<file path="config.mk">
export PLATFORM = sky130hd
export DESIGN_NAME = button_cmd_gen
export DESIGN_NICKNAME = d
export VERILOG_FILES = /design/src/rtl/button_cmd_gen.sv
export SDC_FILE = /design/constraint.sdc
export NUM_CORES = 1
export LEC_CHECK = 0
export ABC_AREA = 1
export BUFFER_PORTS_ARGS = -buffer_cell sky130_fd_sc_hd__buf_2
export CORE_MARGIN = 2
export CORE_UTILIZATION = 48
export CTS_CLUSTER_DIAMETER = 200
export DETAILED_ROUTE_END_ITERATION = 7
export MAX_ROUTING_LAYER = met4
export PLACE_DENSITY = 0.77
export SYNTH_ARGS = -nofsm -noshare
export SYNTH_HDL_FRONTEND = slang
export SYNTH_SLANG_ARGS = --single-unit
</file>
<file path="constraint.sdc">
create_clock -name clk -period 1 [get_ports clk]
set_input_delay 0.05 -clock clk [delete_from_list [all_inputs] [get_ports clk]]
set_output_delay 0.05 -clock clk [all_outputs]
set_load 0.01 [all_outputs]
</file>
<file path="src/rtl/button_cmd_gen.sv">
`default_nettype none
// ============================================================================
// Module      : button_cmd_gen
// Description : Debounces start/stop and reset pushbuttons and issues
//               one-cycle start/stop/reset commands to a stopwatch controller.
//               Optional long-press reset enabled by macro LONG_PRESS_RESET_EN.
// Revision    : 1.0 - initial release
// ============================================================================
module button_cmd_gen #(
    parameter int unsigned DEBOUNCE_CYCLES   = 16,
    parameter int unsigned LONG_PRESS_CYCLES = 1000000
) (
    input  logic       clk,
    input  logic       rst,
    input  logic       btn_ss_raw,
    input  logic       btn_rst_raw,
    input  logic [1:0] status,
    output logic       start,
    output logic       stop,
    output logic       reset
);

    localparam int unsigned     DB_W    = (DEBOUNCE_CYCLES > 1) ? $clog2(DEBOUNCE_CYCLES) : 1;
    localparam logic [DB_W-1:0] DB_LAST = DB_W'(DEBOUNCE_CYCLES - 1);
    localparam logic [1:0]      ST_IDLE  = 2'b00;
    localparam logic [1:0]      ST_RUN   = 2'b01;
    localparam logic [1:0]      ST_PAUSE = 2'b10;
    localparam int              BTN_SS  = 0;
    localparam int              BTN_RST = 1;

    logic [1:0] btn_raw;
    logic [1:0] btn_deb;
    logic [1:0] press;
    logic       long_hit;

    assign btn_raw = {btn_rst_raw, btn_ss_raw};

    for (genvar gi = 0; gi < 2; gi++) begin : g_btn
        logic            sync1_q, sync1_d;
        logic            sync2_q, sync2_d;
        logic [DB_W-1:0] cnt_q, cnt_d;
        logic            deb_q, deb_d;
        logic            deb_prev_q, deb_prev_d;
        logic            press_q, press_d;

        always_comb begin
            sync1_d    = btn_raw[gi];
            sync2_d    = sync1_q;
            cnt_d      = '0;
            deb_d      = deb_q;
            // Any agreeing sample leaves cnt_d at zero, restarting the run.
            if (sync2_q != deb_q) begin
                if (cnt_q == DB_LAST) begin
                    deb_d = sync2_q;
                end else begin
                    cnt_d = cnt_q + DB_W'(1);
                end
            end
            deb_prev_d = deb_q;
            press_d    = deb_q & ~deb_prev_q;
        end

        always_ff @(posedge clk or posedge rst) begin
            if (rst) begin
                sync1_q    <= 1'b0;
                sync2_q    <= 1'b0;
                cnt_q      <= '0;
                deb_q      <= 1'b0;
                deb_prev_q <= 1'b0;
                press_q    <= 1'b0;
            end else begin
                sync1_q    <= sync1_d;
                sync2_q    <= sync2_d;
                cnt_q      <= cnt_d;
                deb_q      <= deb_d;
                deb_prev_q <= deb_prev_d;
                press_q    <= press_d;
            end
        end

        assign btn_deb[gi] = deb_q;
        assign press[gi]   = press_q;
    end

`ifdef LONG_PRESS_RESET_EN
    localparam int unsigned     LP_W    = $clog2(LONG_PRESS_CYCLES + 1);
    localparam logic [LP_W-1:0] LP_MAX  = LP_W'(LONG_PRESS_CYCLES);
    localparam logic [LP_W-1:0] LP_LAST = LP_W'(LONG_PRESS_CYCLES - 1);

    logic [LP_W-1:0] hold_cnt_q, hold_cnt_d;
    logic            unused_deb;

    // Saturating at LP_MAX guarantees a single reset per continuous hold.
    always_comb begin
        hold_cnt_d = '0;
        if (btn_deb[BTN_SS]) begin
            hold_cnt_d = (hold_cnt_q == LP_MAX) ? hold_cnt_q : hold_cnt_q + LP_W'(1);
        end
    end

    always_ff @(posedge clk or posedge rst) begin
        if (rst) begin
            hold_cnt_q <= '0;
        end else begin
            hold_cnt_q <= hold_cnt_d;
        end
    end

    assign long_hit   = btn_deb[BTN_SS] && (hold_cnt_q == LP_LAST);
    assign unused_deb = btn_deb[BTN_RST];
`else
    logic unused_cfg;

    assign long_hit   = 1'b0;
    assign unused_cfg = ^{btn_deb, LONG_PRESS_CYCLES == 0};
`endif

    logic start_q, start_d;
    logic stop_q,  stop_d;
    logic reset_q, reset_d;

    // Reset has priority; a coincident start/stop press is dropped.
    always_comb begin
        reset_d = press[BTN_RST] | long_hit;
        start_d = 1'b0;
        stop_d  = 1'b0;
        if (!reset_d && press[BTN_SS]) begin
            start_d = (status == ST_IDLE) || (status == ST_PAUSE);
            stop_d  = (status == ST_RUN);
        end
    end

    always_ff @(posedge clk or posedge rst) begin
        if (rst) begin
            start_q <= 1'b0;
            stop_q  <= 1'b0;
            reset_q <= 1'b0;
        end else begin
            start_q <= start_d;
            stop_q  <= stop_d;
            reset_q <= reset_d;
        end
    end

    assign start = start_q;
    assign stop  = stop_q;
    assign reset = reset_q;

endmodule
`default_nettype wire

</file>
Yosys cells after proc, flatten, opt, wreduce, memory -nomap -nowiden
Index checks and enable logic that the tools add are counted.
{"block": "word_totals", "reg_bits": 21, "latch_bits": 0, "ramBits": 0, "rom_bits": 0, "wordCells": 39, "memories": 0}
{"block": "classes", "add_sub_neg": 2, "multipliers": 0, "div_mod_pow": 0, "n_lt_le_gt_ge": 0, "eq_ne": 6, "shifts": 0, "mux": 6, "bitwise": 4, "n_reduce_logical": 6}
{"operator": "4-bit two-way mux", "count": 4}
{"operator": "4-bit by 1-bit adder with 4-bit output, second input constant", "count": 2}
{"operator": "4-bit == test, second input constant", "count": 2}
{"operator": "2-bit AND reduction", "count": 2}
{"operator": "1-bit AND", "count": 2}
{"operator": "2-bit by 1-bit == test with 1-bit output, second input constant", "count": 1}
{"operator": "2-bit == test, second input constant", "count": 1}
{"operator": "2-bit logical NOT", "count": 1}
{"operator": "1-bit two-way mux", "count": 2}
{"operator": "1-bit inequality test", "count": 2}
{"operator": "1-bit NOT", "count": 2}
{"operator": "1-bit logical AND", "count": 1}
{"operator": "1-bit logical NOT", "count": 1}
{"operator": "1-bit logical OR", "count": 1}

Longest topological paths before layout
{"block": "logic_depth", "word_depth": 3, "ltp_mapped": 4, "mapped_depth_nobuf": 4}

Least setup slack after synthesis
Ideal clock, no wire load.
{"block": "synth_timing", "path_type": "register to register", "startpoint": "register g_btn[1].cnt_q[0]", "endpoint": "register g_btn[1].cnt_q[3]", "setup_ns": 0.072, "t_arrival_ns": 0.896, "t_required_ns": 0.928, "setup_slack_ns": 0.032, "path_stages_with_launch": 5, "n_path_buf": 0, "cell_sequence": "dfrtp_1 ha_1 nand3_1 nand3_1 nor2_1"}
{"block": "synth_between", "elab_chain_len": 3, "word_cells_on_any_way": 4}
{"element": "start, declared", "line_no": "41", "text": "logic [DB_W-1:0] cnt_q, cnt_d;"}
{"element": "start signal, assigned", "line_no": "74", "text": "cnt_q <= cnt_d;"}
{"element": "4-bit by 1-bit adder with 4-bit output or 4-bit == test (tied branches)", "line_no": "56, 53"}
{"element": "4-bit two-way mux *", "line_no": "53", "text": "if (cnt_q == DB_LAST) begin"}
{"element": "4-bit two-way mux *", "line_no": "52", "text": "if (sync2_q != deb_q) begin"}
{"element": "via g_btn[1].cnt_d[3]", "line_no": "41"}
The timed path passes the listed nets; every way through them passes the cells marked *.
A chain may end at the register's enable or synchronous reset.

Worst setup path in the final report
{"block": "layout_timing", "startpoint": "register g_btn[0].cnt_q[0]", "endpoint": "register g_btn[0].cnt_q[3]"}
{"block": "layout_between", "elab_chain_len": 3, "word_cells_on_any_way": 4}
{"element": "start, declared", "line_no": "41"}
{"element": "start signal, assigned", "line_no": "74"}
{"element": "4-bit by 1-bit adder with 4-bit output or 4-bit == test (tied branches)", "line_no": "56, 53"}
{"element": "4-bit two-way mux *", "line_no": "53"}
{"element": "4-bit two-way mux *", "line_no": "52"}
{"element": "via g_btn[0].cnt_d[3]", "line_no": "41"}
Marks and branches as above.

==> impl_results.md <==
* Via count at roughly 520
* Post-DR wirelength/cell at 10.8 um
* Critical path origin: g_btn[0].cnt_q[0]
* Synthesized flop and latch total at 21
* Hold Crit Class: input pin to async pin
* Minimum hold slack at 310 ps
* CTS tree: yes
* Syn Inst Count at 70
* 1st-pass router iterations at 3
* Worst EP arrival at 1170 ps
* Total power at 1.42 mW
* Pins Over Slew Limit at 0
* Mapped Nets at 78
* Drt initial violations at 17
* DRC Markers at 0
* Critical Path Max Stage Delay at 410 ps
* Synth area leaders: dfrtp_1 (70%), nand2_1 (6.5%), nor2_1 (5.5%)
* Die Ht at 43.7 um
* Routability-driven placement congestion ratio at roughly 0.77
* Crit path time final at 966 ps
* Critical-path cell list: buf_4, buf_4, nand3_2, nand2_1, nand2_1, nor2_1
* Core area at 0.00149 mm2
* Max VDD drop at 948 uV
* Mapped Avg Cell Area at 10.8 um2
* Final setup fails at 0
* Starting Density at 0.508
* Final worst-path cycle share at 0.966
* Total GRT Usage at 0.148
* DIE AREA at around 0.0019 mm2
* Slew @ Worst Pin at 259 ps
* Post-synthesis cell type with the largest combined area: dfrtp_1
* Pwr per Cell Area at ~1500 mW/mm2
* Warnings, synthesis at 0
* Slowest CP cell: dfrtp_1
* IO buf count at 8
* Post-DP HPWL at 747 um
* R2R Path Start: g_btn[0].cnt_q[0]
* Routed WL at 1170 um
* Routed vias/inst at 4.85
* Post-Syn Area at 756 um2
* Post-synthesis sequential area ratio at 0.695
* Total CTS buffers at 3
* Critical Path RT at 1200 ps
* H-tree lvl count at 1
* Worst Skew at between 4 and 5 ps
* First-pass GRT wire length at 1930 um
* Die X at 43.7 um
* Rows at 14
* Leak Pwr at between 0.4 and 0.5 nW
* Fmax at 1030 MHz
* Top-area cell type share of the netlist area at 0.695
* Finished Layout Cells at 108
* Worst relative slew slack at 0.827
* Setup TNS at 0 ps
* Share of cells above drive strength 1 at 0.239
* Final Hold Violating Endpoints at 0
* Ant. Diodes at 0
* Largest net degree at the start of global routing at 22
* ANT nets after route at 0
* Synth-to-Final Area Change at 27.6%
* Clk root buf: clkbuf_4
* Crit start category: flip-flop
* Netlist cell types at 10
* Bufs on Longest Clock Path at 2
* # IOs at 9
* Status: completed
* Max Cap Viol at 0
* Gr ovfl total at 0
* CP max FO at 3
* Initial antenna violation count at 0
* Number of global-route vias before repair at between 500 and 600
* Skew-Pair Late Insertion Delay at around 300 ps
* Final nets at 101
* Element type at the critical path end: flip-flop
* Crit path kind: flip-flop to flip-flop
* Clock Pin Slew Worst Setup and Hold Paths at 100 ps
* Num Clock Sinks at 21
* Dpl cells at 97
-- state kept, by name, indices dropped and copies added (netlist names) --
register          count
g_btn.sync1_q         2
g_btn.sync2_q         2
reset                 1
g_btn.deb_prev_d      2
stop                  1
start                 1
g_btn.deb_prev_q      2
g_btn.cnt_q           8
g_btn.press_q         2
-- layout make-up --
type / instances / area [um2]
repair buffers: 18 / 128
well taps: 16 / 20.0
clock buffers: 4 / 26.3
inverters: 10 / 37.5
flip-flops and latches: 21 / 526
multi-input cells: 39 / 228
fillers: 112 / 524
-- metrics by stage --
step / util / worst slack (ps) / cell area (um2)
final: 0.648 / 33.8 / 965
after detailed placement: 0.563 / -36.6 / 838
after global routing: 0.648 / -12.3 / 965
after floorplan: - / 32.2 / 756
after CTS: 0.629 / 6.71 / 937
after global placement: 0.563 / 1.94 / 838
-- cells by family after synthesis --
family	synth area share
simple gates	0.185
flops	0.695
buf+inv	0.0497
compound gates	0.0132
xor+xnor	0.0232
fa+ha+maj	0.0331
-- routing by layer --
layer | vias to the layer above | wire length (um) | GRT usage
met1 | 249 | 548 | 0.160
met3 | 4 | 46 | 0.0375
met4 | 0 | 36 | 0.0909
li1 | 259 | - | -
met5 | - | 0 | -
met2 | 12 | 537 | 0.241
-- repair_timing --
item                                    CTS  global route
hold buffers                              5             0
pin swaps                                 0             1
setup buffers                             1             1
endpoints found under the setup margin    4             7
hold endpoints to repair                 25             0
gates resized for setup                   3             4
-- path summary, 6_finish.rpt --
check | end | slack (ps) | depth (start not counted)
worst max-delay path | g_btn[0].cnt_q[3] | 30 | 6
worst min-delay path | g_btn[1].deb_prev_q | 310 | 4
worst max register to register | g_btn[0].cnt_q[3] | 30 | 6
worst min register to register | g_btn[1].sync2_q | 360 | 0
max in group asynchronous | g_btn[1].sync1_q | 480 | 4
min in group clk | g_btn[1].sync2_q | 360 | 0
-- worst max-delay path: cells and delay by family, from the launching register on --
kind | cells | cell delay [ps]
buf+inv | 2 | 270
simple gates | 4 | 200
flops | 1 | 410
-- synth_stat cells --
| library cell | count |
|---|---|
| nand3_1 | 6 |
| o21ai_1 | 2 |
| nor3b_1 | 1 |
| nor2_1 | 11 |
| dfrtp_1 | 21 |
| nand2_1 | 13 |
| ha_1 | 2 |
| nand4_1 | 2 |
| inv_1 | 10 |
| xnor2_1 | 2 |
-- cells in the final DEF (no fill, tap or decap), types with 2 or more instances in the layout --
cell type and instances:
nand2_1 13, buf_2 8, nand4_1 2, dfrtp_1 21, clkbuf_4 3, dlygate4sd3_1 5
nand3_1 2, inv_1 10, nand3_2 4, xnor2_1 2, buf_4 5, o21ai_1 2
nor2_1 11
-- power breakdown --
group | switching, mW | internal [mW]
registers | 0.0241 | 0.877
logic | 0.0587 | 0.0669
clock network | 0.233 | 0.156
total | 0.316 | 1.10
Note: power is estimated with default switching activity, not from simulation.
